==> src/rtl/uart_transmitter.sv <==
// uart_transmitter: UART transmitter with a FIFO_DEPTH-entry input byte buffer.
// Frame: start bit (0), 8 data bits LSB first, stop bit (1). Each bit lasts
// CLOCK_FREQ/BAUD_RATE clock cycles.
// Optional feature macro: UART_TX_PARITY_EN inserts an even-parity bit
// between the last data bit and the stop bit.
module uart_transmitter #(
    parameter int CLOCK_FREQ = 125_000_000,
    parameter int BAUD_RATE  = 115_200,
    parameter int FIFO_DEPTH = 4
) (
    input  logic       clk,
    input  logic       rst,
    input  logic [7:0] data_in,
    input  logic       data_in_valid,
    output logic       data_in_ready,
    output logic       serial_out,
    output logic       busy
);

    localparam int SYMBOL_EDGE_TIME = CLOCK_FREQ / BAUD_RATE;
    localparam int CW               = $clog2(SYMBOL_EDGE_TIME + 1);
    localparam int AW               = $clog2(FIFO_DEPTH);

    localparam logic [CW-1:0] CNT_LAST   = CW'(SYMBOL_EDGE_TIME - 1);
    localparam logic [AW:0]   FULL_COUNT = (AW + 1)'(FIFO_DEPTH);

`ifdef UART_TX_PARITY_EN
    typedef enum logic [2:0] {IDLE, START, DATA, PARITY, STOP} state_t;
`else
    typedef enum logic [2:0] {IDLE, START, DATA, STOP} state_t;
`endif

    state_t        state;
    logic [CW-1:0] bit_cnt;
    logic [2:0]    bit_idx;
    logic [7:0]    shift_byte;

    logic [7:0]    mem [FIFO_DEPTH];
    logic [AW-1:0] wr_ptr;
    logic [AW-1:0] rd_ptr;
    logic [AW:0]   count;
    logic [AW:0]   count_next;

    logic fifo_empty;
    logic bit_end;
    logic push;
    logic pop;

    // Handshake, pop decision and next buffer occupancy.
    always_comb begin
        fifo_empty = (count == '0);
        bit_end    = (bit_cnt == CNT_LAST);
        push       = data_in_valid && data_in_ready;
        pop        = !fifo_empty && ((state == IDLE) || ((state == STOP) && bit_end));
        busy       = (state != IDLE) || !fifo_empty;
        count_next = count;
        if (push && !pop) begin
            count_next = count + 1'b1;
        end else if (pop && !push) begin
            count_next = count - 1'b1;
        end
    end

    // Buffer storage; pointers are guarded by reset so stale entries are unreachable.
    always_ff @(posedge clk) begin
        if (push) begin
            mem[wr_ptr] <= data_in;
        end
    end

    // Buffer pointers, occupancy and registered ready (not full after this edge).
    always_ff @(posedge clk) begin
        if (rst) begin
            wr_ptr        <= '0;
            rd_ptr        <= '0;
            count         <= '0;
            data_in_ready <= 1'b0;
        end else begin
            if (push) begin
                wr_ptr <= wr_ptr + 1'b1;
            end
            if (pop) begin
                rd_ptr <= rd_ptr + 1'b1;
            end
            count         <= count_next;
            data_in_ready <= (count_next != FULL_COUNT);
        end
    end

    // Frame sequencer: the line value for the next bit is registered at each bit boundary.
    always_ff @(posedge clk) begin
        if (rst) begin
            state      <= IDLE;
            bit_cnt    <= '0;
            bit_idx    <= '0;
            shift_byte <= '0;
            serial_out <= 1'b1;
        end else begin
            case (state)
                IDLE: begin
                    bit_cnt <= '0;
                    if (pop) begin
                        state      <= START;
                        shift_byte <= mem[rd_ptr];
                        serial_out <= 1'b0;
                    end
                end
                START: begin
                    if (bit_end) begin
                        bit_cnt    <= '0;
                        bit_idx    <= '0;
                        serial_out <= shift_byte[0];
                        state      <= DATA;
                    end else begin
                        bit_cnt <= bit_cnt + 1'b1;
                    end
                end
                DATA: begin
                    if (bit_end) begin
                        bit_cnt <= '0;
                        bit_idx <= bit_idx + 3'd1;
                        if (bit_idx == 3'd7) begin
`ifdef UART_TX_PARITY_EN
                            state      <= PARITY;
                            serial_out <= ^shift_byte;
`else
                            state      <= STOP;
                            serial_out <= 1'b1;
`endif
                        end else begin
                            serial_out <= shift_byte[bit_idx + 3'd1];
                        end
                    end else begin
                        bit_cnt <= bit_cnt + 1'b1;
                    end
                end
`ifdef UART_TX_PARITY_EN
                PARITY: begin
                    if (bit_end) begin
                        bit_cnt    <= '0;
                        state      <= STOP;
                        serial_out <= 1'b1;
                    end else begin
                        bit_cnt <= bit_cnt + 1'b1;
                    end
                end
`endif
                STOP: begin
                    if (bit_end) begin
                        bit_cnt <= '0;
                        if (pop) begin
                            state      <= START;
                            shift_byte <= mem[rd_ptr];
                            serial_out <= 1'b0;
                        end else begin
                            state      <= IDLE;
                            serial_out <= 1'b1;
                        end
                    end else begin
                        bit_cnt <= bit_cnt + 1'b1;
                    end
                end
                default: begin
                    state      <= IDLE;
                    bit_cnt    <= '0;
                    serial_out <= 1'b1;
                end
            endcase
        end
    end

endmodule
==> config.mk <==
export PLATFORM = sky130hd
export DESIGN_NAME = uart_transmitter
export DESIGN_NICKNAME = d
export VERILOG_FILES = /design/src/rtl/uart_transmitter.sv
export SDC_FILE = /design/constraint.sdc
export NUM_CORES = 1
export LEC_CHECK = 0
export BUFFER_PORTS_ARGS = -buffer_cell sky130_fd_sc_hd__buf_2
export CAP_MARGIN = 20
export CORE_UTILIZATION = 65
export DETAILED_ROUTE_END_ITERATION = 8
export PLACE_DENSITY = 0.8
export SETUP_SLACK_MARGIN = 0.3
export SKIP_LAST_GASP = 1
export SYNTH_ARGS = -nofsm -noshare
export SYNTH_HDL_FRONTEND = slang
export SYNTH_SLANG_ARGS = --single-unit
==> constraint.sdc <==
create_clock -name clk -period 3.35 [get_ports clk]
set_input_delay 0.67 -clock clk [delete_from_list [all_inputs] [get_ports clk]]
set_output_delay 0.67 -clock clk [all_outputs]
set_load 0.02 [all_outputs]
==> summary.md, run 1 <==
## Status
- completed — outcome

## Critical path
- 1.76 ns — arrival time worst endpoint
- output pin — capturing element type of the critical path
- count[0]$_SDFF_PP0_ — critical path launch point
- 2.68 ns — Data required, critical path
- 9 — biggest fanout along the worst timing path
- flop — startpoint types
- 1.21 ns — reg-to-reg setup timing slack
- bit_idx[0]$_SDFFE_PP0P_ — beginning of the worst register-to-register path
- reg2out — category of the most critical setup path

## STA
- 0.725 — fraction of the cycle the final worst path needs
- 2.43 ns — shortest period the worst path allows
- 0 ns — setup TNS
- 0.631 — Max transition margin
- 0 — number of hold-slack violations in the final timing report
- 0 — number of max-slew violations in the final report
- 0 — number of setup violations in the final report
- 412 MHz — f_max
- 0.0100 ns — setup skew after layout
- no — RSZ-0062 raised after global routing
- 0.552 ns — Worst Max-Slew Pin Slew

## Clock network
- 0.34 ns — Worst-Skew Late Latency
- 0.08 ns — Clk pin slew, worst setup/hold paths
- 3 — CTS H-tree depth
- 67 — clock sink count
- 0 — # hold bufs at CTS
- 2 — Bufs on Longest Clock Path
- 0 — count of instances resized after the clock tree is built
- 9 — number of buffers created by CTS
- 0 — buffers inserted during post-CTS setup optimization
- sky130_fd_sc_hd__clkbuf_8 — cell chosen for the clock root
- done — clock tree from TritonCTS

## Drt
- 124 — number of violations reported at the end of detailed-routing iteration 0
- 4 — number of detailed-routing iterations run before antenna repair
- 0 — final antenna-violating net count
- 1897 — vias
- 5350 microns — total routed wirelength
- 0 — DRC violations left
- 17.0 microns — Routed WL per cell
- 6.02 — ratio of routed vias to standard cells

## Die
- 70.4 microns — die width
- 14 — number of top-level pins
- 0.688 — initial cell density of the core
- 4950 sq um — die footprint
- 4410 sq um — core area
- 24 — Std-Cell Rows
- 70.4 microns — die height

## Final layout
- sky130_fd_sc_hd__dfxtp_1, sky130_fd_sc_hd__edfxtp_1, sky130_fd_sc_hd__nor2_1 — most used cells in the layout excluding fill and tap cells
- 279 — # fillers
- 285 — final-stage net count
- sky130_fd_sc_hd__dfxtp_1 — most frequent standard cell in the layout excluding fill and tap cells
- 0.190 — fraction of final layout cells with drive strength greater than 1
- 9.63% — Area growth syn-to-layout
- 0 — final antenna diode count

## Synth
- 32 — Post-synth EDFFs
- 243 — Cells after Synth
- 0 — number of warnings reported in the yosys synthesis log
- 270 — synthesized netlist net count
- 0.547 — fraction of the yosys area taken by sequential cells
- 47 — library cells used by synthesis
- 0 — share of synthesized flip-flops with an asynchronous set or reset
- 12.5 sq um — average cell area after synthesis
- 67 — flops & latches, synth
- sky130_fd_sc_hd__dfxtp_1 — most used flip-flop cell after synthesis
- 3040 sq um — combined area of all synthesized cells

## Power
- 844 nW/um^2 — power density over the cells
- 549 uV — Peak VDD IR
- 2.81 mW — sum of internal, switching and leakage power
- 1.21 nW — leakage power

## Placed design
- 13 — input/output buffers
- 0.786 — routability congestion estimate
- 3640 microns — total half-perimeter wirelength after legalization and detailed placement

## Global route
- 8600 microns — wire length of the first global-routing pass
- 26 — maximum number of pins on one net before global-route repair
- 1826 — vias in the first global route
- 0.234 — total track usage
- 0 — GRT overflow
- 0 — antenna violations before repair

## Worst hold path
- reg2reg — worst hold path type
- bit_cnt[0]$_SDFF_PP0_ — Worst Min Path Start

## Run
- 0 — MaxCap Viol Count

-- layout make-up --
cell class,count,area (sq um),share of cell area
inverters,11,41.3,0.0124
repair buffers,14,72.6,0.0218
clock inverters,7,82.6,0.0248
flip-flops and latches,67,1660,0.499
clock buffers,9,124,0.0372
well taps,52,65.1,0.0195
multi-input cells,155,1280,0.386
-- logic make-up after synthesis --
kind of cell | share of synthesized area
compound gates | 0.0791
xor+xnor | 0.0403
fa+ha+maj | 0.0659
buf+inv | 0.0305
flops | 0.547
mux | 0.104
simple gates | 0.134
-- path summary, 6_finish.rpt --
path	endpoint	cells after the start
min	bit_cnt[0]$_SDFF_PP0_	1
max	busy	6
max reg2reg	serial_out$_SDFFE_PP1P_	6
min reg2reg	bit_cnt[0]$_SDFF_PP0_	1
-- state kept, by name, indices dropped and copies added, names as in the netlist, named ones only --
signal and flops:
data_in_ready 1, mem 32, count 3, shift_byte 8, serial_out 1, rd_ptr 2
bit_idx 3, wr_ptr 2, state 2, bit_cnt 11
-- worst max-delay path, cell delays in order, from the launching register on --
cell                      delay [ns]
sky130_fd_sc_hd__dfxtp_1        0.44
sky130_fd_sc_hd__inv_1          0.14
sky130_fd_sc_hd__ha_1           0.23
sky130_fd_sc_hd__nor2b_1        0.13
sky130_fd_sc_hd__buf_4          0.18
sky130_fd_sc_hd__nand2_1        0.12
sky130_fd_sc_hd__buf_2          0.18
-- layer usage --
layer	vias up	track usage	part of all wire
li1	919	-	-
met4	0	0.0867	0.014
met3	9	0.0664	0.035
met2	43	0.404	0.52
met5	-	0	0
met1	926	0.276	0.43
-- stage by stage --
| step | area [sq um] | std cells | setup WS [ns] | utilization | hold WS, ns |
|---|---|---|---|---|---|
| after floorplan | 3040 | 243 | 1.39 | - | 0.441 |
| after global placement | 3130 | 299 | 1.35 | 0.708 | 0.458 |
| after detailed placement | 3130 | 299 | 1.25 | 0.708 | 0.469 |
| after CTS | 3330 | 315 | 0.925 | 0.755 | 0.490 |
| after global routing | 3330 | 315 | 0.802 | 0.755 | 0.503 |
| final | 3330 | 315 | 0.922 | 0.755 | 0.484 |
-- synthesized netlist by cell type (2+ instances only) --
cell type | count | area [sq um]
sky130_fd_sc_hd__dfxtp_1 | 35 | 701
sky130_fd_sc_hd__edfxtp_1 | 32 | 961
sky130_fd_sc_hd__nor2_1 | 31 | 116
sky130_fd_sc_hd__ha_1 | 16 | 200
sky130_fd_sc_hd__nand2_1 | 12 | 45.0
sky130_fd_sc_hd__inv_1 | 11 | 41.3
sky130_fd_sc_hd__mux4_2 | 10 | 225
sky130_fd_sc_hd__mux2i_1 | 9 | 90.1
sky130_fd_sc_hd__xnor2_1 | 9 | 78.8
sky130_fd_sc_hd__and3_1 | 7 | 43.8
sky130_fd_sc_hd__nand3_1 | 6 | 30.0
sky130_fd_sc_hd__xor2_1 | 5 | 43.8
sky130_fd_sc_hd__a21oi_1 | 4 | 20.0
sky130_fd_sc_hd__clkbuf_1 | 4 | 15.0
sky130_fd_sc_hd__nor3_1 | 4 | 20.0
sky130_fd_sc_hd__o21ai_0 | 4 | 20.0
sky130_fd_sc_hd__nand4_1 | 3 | 18.8
sky130_fd_sc_hd__nor2b_1 | 3 | 18.8
sky130_fd_sc_hd__a211oi_1 | 2 | 15.0
sky130_fd_sc_hd__a221o_1 | 2 | 20.0
sky130_fd_sc_hd__a32oi_1 | 2 | 17.5
sky130_fd_sc_hd__buf_1 | 2 | 7.51
sky130_fd_sc_hd__buf_2 | 2 | 10.0
sky130_fd_sc_hd__nand2b_1 | 2 | 12.5
sky130_fd_sc_hd__nand3b_1 | 2 | 15.0
sky130_fd_sc_hd__nand4b_1 | 2 | 17.5
sky130_fd_sc_hd__o21ai_1 | 2 | 10.0
-- report_power, final --
group	switching, mW	internal [mW]	total [mW]
clock network	0.342	0.356	0.699
logic	0.544	0.428	0.972
registers	0.131	1.01	1.14
total	1.02	1.80	2.81
No activity file was read; power rests on OpenSTA's default activity.
==> inputs of run 2 (changes only) <==
Settings changed: ABC_AREA set to 1, CORE_UTILIZATION 65 to 60, PLACE_DENSITY 0.8 to 0.74.
Clock period 3.35 ns to 2.4 ns, I/O delays scaled along.
==> run 2 against run 1 <==
Final cell count increased by 31%. Register-to-register slack got worse by 0.43 ns. Clock power rose by 19%. Clock skew is 0.0030 ns lower. Count of clock-buffer cells in the layout did not move. Final area up 0.30%. Combinational power is 26% higher. Sequential power is 31% higher. Die area is 8.8% higher. Area after synthesis up 0.70%. Critical path type unchanged.
==> summary.md, run 2 <==
## Status
- completed — outcome, unchanged

## Worst hold path
- data_in[3] — Worst Min Path Start, was bit_cnt[0]$_SDFF_PP0_
- in2reg — worst hold path type, was reg2reg

## Placed design
- 397 — total placed cells including tap cells, was 299
- 3170 sq um — placed cell areas, was 3130 sq um
- 13 — input/output buffers, unchanged
- 0.787 — routability congestion estimate, was 0.786
- 3900 microns — total half-perimeter wirelength after legalization and detailed placement, was 3640 microns
- 0.603 ns — post-placement setup slack, was 1.25 ns

## Drt
- 0 — DRC violations left, unchanged
- 138 — number of violations reported at the end of detailed-routing iteration 0, was 124
- 4 — number of detailed-routing iterations run before antenna repair, unchanged
- 2122 — vias, was 1897
- 0 — final antenna-violating net count, unchanged
- 5.14 — ratio of routed vias to standard cells, was 6.02
- 12.6 microns — Routed WL per cell, was 17.0 microns
- 5220 microns — total routed wirelength, was 5350 microns

## Synth
- 33 — library cells used by synthesis, was 47
- sky130_fd_sc_hd__nor2_1, sky130_fd_sc_hd__nand2_1, sky130_fd_sc_hd__inv_1 — top cell types by occurrence after synthesis, was sky130_fd_sc_hd__dfxtp_1, sky130_fd_sc_hd__edfxtp_1, sky130_fd_sc_hd__nor2_1
- sky130_fd_sc_hd__edfxtp_1 — post-synthesis cell type with the largest combined area, unchanged
- simple AND/OR/NAND/NOR gates — largest family of logic cells by synthesized area, unchanged
- sky130_fd_sc_hd__nor2_1 — dominant cell by count in the synthesized netlist, was sky130_fd_sc_hd__dfxtp_1
- 67 — flops & latches, synth, unchanged
- 353 — synthesized netlist net count, was 270
- 0 — mux cell area share after synthesis, was 0.104
- 0.314 — share of the synthesized area in the top cell type, was 0.316
- 0 — share of synthesized flip-flops with an asynchronous set or reset, unchanged
- 0 — number of warnings reported in the yosys synthesis log, unchanged
- 9.39 sq um — average cell area after synthesis, was 12.5 sq um
- 32 — Post-synth EDFFs, unchanged
- 0.189 — share of synthesized cell area in and, or, nand and nor gates, was 0.134
- 0.0143 — Synth Area in XOR/XNOR, was 0.0403
- 3060 sq um — combined area of all synthesized cells, was 3040 sq um
- 0.0654 — post-synthesis adder-cell area fraction, was 0.0659
- 326 — Cells after Synth, was 243
- 0.119 — post-synthesis compound-gate area fraction, was 0.0790
- 0.543 — fraction of the yosys area taken by sequential cells, was 0.547
- sky130_fd_sc_hd__edfxtp_1, sky130_fd_sc_hd__dfxtp_1, sky130_fd_sc_hd__ha_1 — ranking of synthesized cells by area, was sky130_fd_sc_hd__edfxtp_1, sky130_fd_sc_hd__dfxtp_1, sky130_fd_sc_hd__mux4_2
- sky130_fd_sc_hd__dfxtp_1 — most used flip-flop cell after synthesis, unchanged

## Final layout
- 0 — final antenna diode count, unchanged
- mem — register name with the most flops, unchanged
- 0.145 — fraction of final layout cells with drive strength greater than 1, was 0.190
- sky130_fd_sc_hd__nor2_1, sky130_fd_sc_hd__nand2_1, sky130_fd_sc_hd__inv_1 — most used cells in the layout excluding fill and tap cells, was sky130_fd_sc_hd__dfxtp_1, sky130_fd_sc_hd__edfxtp_1, sky130_fd_sc_hd__nor2_1
- 387 — # fillers, was 279
- 9.20% — Area growth syn-to-layout, was 9.63%
- mem: 32 flops, bit_cnt: 11 flops, shift_byte: 8 flops — leading registers by flop count, unchanged
- sky130_fd_sc_hd__nor2_1 — most frequent standard cell in the layout excluding fill and tap cells, was sky130_fd_sc_hd__dfxtp_1
- 413 — number of standard cells in the final layout excluding fillers, was 315
- 1190 sq um — area used by multi-input combinational logic, was 1280 sq um
- 1660 sq um — sequential cell area, unchanged
- 368 — final-stage net count, was 285
- 0.694 — share of the core filled with cells in the final layout, was 0.755
- 32 — Largest register FFs, unchanged
- 3340 sq um — final design instance area without fill, was 3330 sq um

## Die
- 25 — Std-Cell Rows, was 24
- 0.635 — initial cell density of the core, was 0.688
- 73.4 microns — die width, was 70.4 microns
- 73.4 microns — die height, was 70.4 microns
- 14 — number of top-level pins, unchanged
- 4820 sq um — core area, was 4410 sq um
- 5390 sq um — die footprint, was 4950 sq um

## Clock network
- 0 — count of instances resized after the clock tree is built, unchanged
- 0.08 ns — Clk pin slew, worst setup/hold paths, about the same
- 0 — buffers inserted during post-CTS setup optimization, unchanged
- sky130_fd_sc_hd__clkbuf_8 — cell chosen for the clock root, unchanged
- 3 — CTS H-tree depth, unchanged
- done — clock tree from TritonCTS, unchanged
- 9 — number of buffers created by CTS, unchanged
- 2 — Bufs on Longest Clock Path, unchanged
- 0 — # hold bufs at CTS, unchanged
- 67 — clock sink count, unchanged
- 0.34 ns — Worst-Skew Late Latency, about the same

## Global route
- 18 — maximum number of pins on one net before global-route repair, was 26
- 0 — antenna violations before repair, unchanged
- 0.225 — total track usage, was 0.234
- 0 — GRT overflow, unchanged
- 8710 microns — wire length of the first global-routing pass, was 8600 microns
- 1903 — vias in the first global route, was 1826

## STA
- 0 — number of hold-slack violations in the final timing report, unchanged
- 0.808 — fraction of the cycle the final worst path needs
- 0.460 ns — post-route setup slack, was 0.922 ns
- 1.94 ns — shortest period the worst path allows
- 0.371 ns — Worst Hold Margin, was 0.484 ns
- 0.00704 ns — setup skew after layout, was 0.0100 ns
- 0 ns — setup TNS, unchanged
- 0.550 — Max transition margin, was 0.631
- no — RSZ-0062 raised after global routing, unchanged
- 0 — number of max-slew violations in the final report, unchanged
- 0 — number of setup violations in the final report, unchanged
- 516 MHz — f_max
- 0.672 ns — Worst Max-Slew Pin Slew, was 0.552 ns

## Critical path
- 3 — biggest fanout along the worst timing path, was 9
- 10 — number of cells on the worst reg-to-reg path, was 6
- reg2out — category of the most critical setup path, unchanged
- count[0]$_SDFF_PP0_ — critical path launch point, unchanged
- flop — startpoint types, unchanged
- output pin — capturing element type of the critical path, unchanged
- 0.78 ns — reg-to-reg setup timing slack, was 1.21 ns
- busy — worst setup path endpoint, unchanged
- 1.46 ns — arrival time worst endpoint, was 1.76 ns
- state[0]$_SDFFE_PP0P_ — beginning of the worst register-to-register path, was bit_idx[0]$_SDFFE_PP0P_
- 1.92 ns — Data required, critical path, was 2.68 ns
- data_in_ready$_SDFF_PP0_ — capturing point of the worst reg2reg path, was serial_out$_SDFFE_PP1P_

## Power
- 0.377 — proportion of total power due to net switching, was 0.362
- 2.20 mW — Int Power, was 1.80 mW
- 0.344 — fraction of power consumed by combinational cells, was 0.345
- 3.54 mW — sum of internal, switching and leakage power, was 2.81 mW
- 0.234 — Clock power frac, was 0.248
- 1060 nW/um^2 — power density over the cells, was 844 nW/um^2
- 535 uV — Peak VDD IR, was 549 uV
- 1.34 mW — net switching component of the power, was 1.02 mW
- 1.33 nW — leakage power, was 1.21 nW
- 0.421 — sequential cell fraction of total power, was 0.406

## Run
- 0 — MaxCap Viol Count, unchanged

[run 2: how the worst min path moves through the flow]
stage | to | cells after the start
floorplan | shift_byte[3]$_SDFFE_PP0P_ | 2
global placement | shift_byte[4]$_SDFFE_PP0P_ | 2
detailed placement | shift_byte[3]$_SDFFE_PP0P_ | 2
CTS | mem[1][3]$_DFFE_PP_ | 1
global route | mem[0][5]$_DFFE_PP_ | 1
finish | mem[1][3]$_DFFE_PP_ | 1
[run 2: area by class of cell]
type	count	area share
flip-flops and latches	67	0.497
clock buffers	9	0.0371
multi-input cells	206	0.355
well taps	67	0.0251
inverters	43	0.0483
repair buffers	14	0.0217
clock inverters	7	0.0157
[run 2: power groups by stage]
| stage | registers [mW] | clock network (mW) | logic [mW] |
|---|---|---|---|
| floorplan | 1.50 | 0 | 1.01 |
| global placement | 1.51 | 0 | 1.20 |
| detailed placement | 1.52 | 0 | 1.22 |
| CTS | 1.49 | 0.852 | 1.22 |
| global route | 1.51 | 0.897 | 1.40 |
| finish | 1.49 | 0.829 | 1.22 |
[run 2: kinds of logic (layout without fill, tap and decap cells)]
family          count (synthesis)  count (layout)
flops                          67              67
xor+xnor                        5               5
fa+ha+maj                      16              16
buf+inv                        53              73
compound gates                 61              61
simple gates                  124             124
[run 2: metal layers]
metal	GRT usage	part of all wire	up-vias
met5	0	0	-
met3	0.0521	0.039	12
met1	0.322	0.52	961
met2	0.316	0.42	40
li1	-	-	1109
met4	0.124	0.024	0
[run 2: worst max-delay path, cell delays in order, from the launching register on]
cell and delay (ns):
sky130_fd_sc_hd__dfxtp_1 0.33, sky130_fd_sc_hd__inv_1 0.10, sky130_fd_sc_hd__ha_1 0.16, sky130_fd_sc_hd__inv_1 0.04
sky130_fd_sc_hd__nor2_1 0.20, sky130_fd_sc_hd__nand2_1 0.12, sky130_fd_sc_hd__buf_2 0.18
==> inputs of run 3 (changes only) <==
Settings changed: ABC_AREA 1 to 0.
Clock period 2.4 ns to 1.9 ns, I/O delays scaled along.
==> run 3 against run 2 <==
Register-to-register slack got worse by 0.76 ns. Critical path type is now reg2reg. Clock power increased by 40%. Clock skew decreased by 0.0011 ns. Utilization increased by 8.9 points. Die area decreased by 0.68%. Largest power group is now combinational logic.
==> summary.md, run 3 (synthesis results as in run 1) <==
## Drt
- met4 — uppermost layer routed, unchanged
- 5620 microns — total routed wirelength, was 5220 microns
- 0 — final antenna-violating net count, unchanged
- 15.9 microns — Routed WL per cell, was 12.6 microns
- 5.48 — ratio of routed vias to standard cells, was 5.14
- 0 — DRC violations left, unchanged
- 2610 microns — met1 layer wirelength in the final routing, was 2690 microns
- 4 — number of detailed-routing iterations run before antenna repair, unchanged
- 2730 microns — met2 wire length, was 2190 microns
- 67 — number of violations reported at the end of detailed-routing iteration 0, was 138
- 1936 — vias, was 2122
- 202 microns — DR WL met3, was 206 microns

## Critical path
- flop — startpoint types, unchanged
- flop — capturing element type of the critical path, was output pin
- 2.14 ns — Data required, critical path, was 1.92 ns
- reg2reg — category of the most critical setup path, was reg2out
- 2.11 ns — arrival time worst endpoint, was 1.46 ns
- bit_idx[0]$_SDFFE_PP0P_ — beginning of the worst register-to-register path, was state[0]$_SDFFE_PP0P_
- 6 — number of cells on the worst reg-to-reg path, was 10
- serial_out$_SDFFE_PP1P_ — capturing point of the worst reg2reg path, was data_in_ready$_SDFF_PP0_
- 0.02 ns — reg-to-reg setup timing slack, was 0.78 ns
- 2 — biggest fanout along the worst timing path, was 3

## Clock network
- 0 — # hold bufs at CTS, unchanged
- 3 — CTS H-tree depth, unchanged
- 9 — number of buffers created by CTS, unchanged
- 67 — clock sink count, unchanged
- 2 — Bufs on Longest Clock Path, unchanged
- 0.35 ns — Worst-Skew Late Latency, was 0.34 ns
- 0.07 ns — Clk pin slew, worst setup/hold paths, was 0.08 ns
- sky130_fd_sc_hd__clkbuf_8 — cell chosen for the clock root, unchanged
- done — clock tree from TritonCTS, unchanged

## Die
- 4790 sq um — core area, was 4820 sq um
- 14 — number of top-level pins, unchanged
- 73.2 microns — die width, was 73.4 microns
- 73.2 microns — die height, was 73.4 microns
- 0.635 — initial cell density of the core, about the same
- 5350 sq um — die footprint, was 5390 sq um
- 25 — Std-Cell Rows, unchanged

## STA
- 533 MHz — f_max
- 0.243 ns — Worst Hold Margin, was 0.371 ns
- 0.00591 ns — setup skew after layout, was 0.00704 ns
- 0 — number of setup violations in the final report, unchanged
- 0.670 — Max transition margin, was 0.550
- 0 — number of hold-slack violations in the final timing report, unchanged
- 0.988 — fraction of the cycle the final worst path needs
- 0 — number of max-slew violations in the final report, unchanged
- 0.495 ns — Worst Max-Slew Pin Slew, was 0.672 ns
- 0 ns — setup TNS, unchanged
- 1.88 ns — shortest period the worst path allows
- yes — RSZ-0062 raised after global routing, was no

## Placed design
- 322 — total placed cells including tap cells, was 397
- 3680 microns — total half-perimeter wirelength after legalization and detailed placement, was 3900 microns
- 0.810 — routability congestion estimate, was 0.787
- 3280 sq um — placed cell areas, was 3170 sq um
- 13 — input/output buffers, unchanged

## Power
- 3.65 mW — Int Power, was 2.20 mW
- 0.357 — sequential cell fraction of total power, was 0.421
- 0.351 — proportion of total power due to net switching, was 0.377
- 0.437 — fraction of power consumed by combinational cells, was 0.344
- 1150 uV — Peak VDD IR, was 535 uV
- 1.98 mW — net switching component of the power, was 1.34 mW
- 0.206 — Clock power frac, was 0.234
- 1500 nW/um^2 — power density over the cells, was 1060 nW/um^2
- 1.37 nW — leakage power, was 1.33 nW

## Final layout
- 353 — number of standard cells in the final layout excluding fillers, was 413
- 308 — final-stage net count, was 368
- mem: 32 flops, bit_cnt: 11 flops, shift_byte: 8 flops — leading registers by flop count, unchanged
- 0 — final antenna diode count, unchanged
- 1690 sq um — sequential cell area, was 1660 sq um
- 3740 sq um — final design instance area without fill, was 3340 sq um
- sky130_fd_sc_hd__edfxtp_1 — most frequent standard cell in the layout excluding fill and tap cells, was sky130_fd_sc_hd__nor2_1
- 23.2% — Area growth syn-to-layout, was 9.20%
- 289 — # fillers, was 387
- 1470 sq um — area used by multi-input combinational logic, was 1190 sq um
- mem — register name with the most flops, unchanged
- 0.385 — fraction of final layout cells with drive strength greater than 1, was 0.145
- sky130_fd_sc_hd__edfxtp_1, sky130_fd_sc_hd__nor2_1, sky130_fd_sc_hd__dfxtp_1 — most used cells in the layout excluding fill and tap cells, was sky130_fd_sc_hd__nor2_1, sky130_fd_sc_hd__nand2_1, sky130_fd_sc_hd__inv_1
- 32 — Largest register FFs, unchanged

## Global route
- 0 — antenna violations before repair, unchanged
- 9110 microns — wire length of the first global-routing pass, was 8710 microns
- 0 — GRT overflow, unchanged
- 1886 — vias in the first global route, was 1903
- 0.237 — total track usage, was 0.225
- 15 — maximum number of pins on one net before global-route repair, was 18

## Status
- completed — outcome, unchanged

## Worst hold path
- data_in[7] — Worst Min Path Start, was data_in[3]
- 1 — worst hold stages, unchanged
- mem[1][7]$_DFFE_PP_ — Hold Path Sink, was mem[1][3]$_DFFE_PP_
- in2reg — worst hold path type, unchanged

## Run
- 0 — MaxCap Viol Count, unchanged

run 3: metal layers:
metal  GRT usage  vias to the layer above
met3      0.0663                        6
met4       0.105                        0
met5           0                        -
li1            -                      966
met1       0.308                      933
met2       0.371                       31
run 3: timing repair:
item | in CTS | in global routing
pin swaps | 14 | 12
resized for setup | 27 | 19
endpoints found under the setup margin | 31 | 21
setup buffers | 12 | 3
run 3: final cells by class:
type / count / area share
Clock buffer: 10 / 0.0341
Timing Repair Buffer: 37 / 0.0715
Sequential cell: 67 / 0.450
Multi-Input combinational cell: 155 / 0.392
Tap cell: 67 / 0.0224
Inverter: 11 / 0.0124
Clock inverter: 6 / 0.0174
run 3: power groups by stage:
stage	Combinational, mW	Clock [mW]	Sequential (mW)
CTS	2.23	1.18	2.00
detailed placement	1.87	0	2.02
floorplan	1.52	0	1.97
global route	2.65	1.23	2.05
finish	2.46	1.16	2.01
global placement	1.83	0	2.01
run 3: how the worst max path moves through the flow:
stage | start | to | slack (ns) | cells past startpoint
after CTS | bit_idx[0]$_SDFFE_PP0P_ | serial_out$_SDFFE_PP1P_ | 0.02 | 6
after global placement | bit_idx[0]$_SDFFE_PP0P_ | serial_out$_SDFFE_PP1P_ | 0.03 | 6
after global routing | bit_idx[0]$_SDFFE_PP0P_ | serial_out$_SDFFE_PP1P_ | -0.04 | 6
final | bit_idx[0]$_SDFFE_PP0P_ | serial_out$_SDFFE_PP1P_ | 0.02 | 6
after detailed placement | bit_idx[1]$_SDFFE_PP0P_ | serial_out$_SDFFE_PP1P_ | 0.01 | 6
after floorplan | bit_idx[0]$_SDFFE_PP0P_ | serial_out$_SDFFE_PP1P_ | 0.05 | 6
run 3: critical path, stage by stage, from the launching register on:
cell                       delay (ns)
sky130_fd_sc_hd__dfxtp_4         0.35
sky130_fd_sc_hd__ha_4            0.27
sky130_fd_sc_hd__mux4_2          0.48
sky130_fd_sc_hd__nor2b_1         0.14
sky130_fd_sc_hd__a211o_1         0.23
sky130_fd_sc_hd__a221oi_2        0.21
sky130_fd_sc_hd__o21ai_1         0.08
run 3: through the flow:
stage	setup WS (ns)	utilization	power [mW]
2_1_floorplan	0.0463	-	3.48
3_3_place_gp	0.0343	0.685	3.84
3_5_place_dp	0.0101	0.685	3.88
4_1_cts	0.0156	0.765	5.41
5_1_grt	-0.0383	0.782	5.93
6_report	0.0225	0.782	5.62
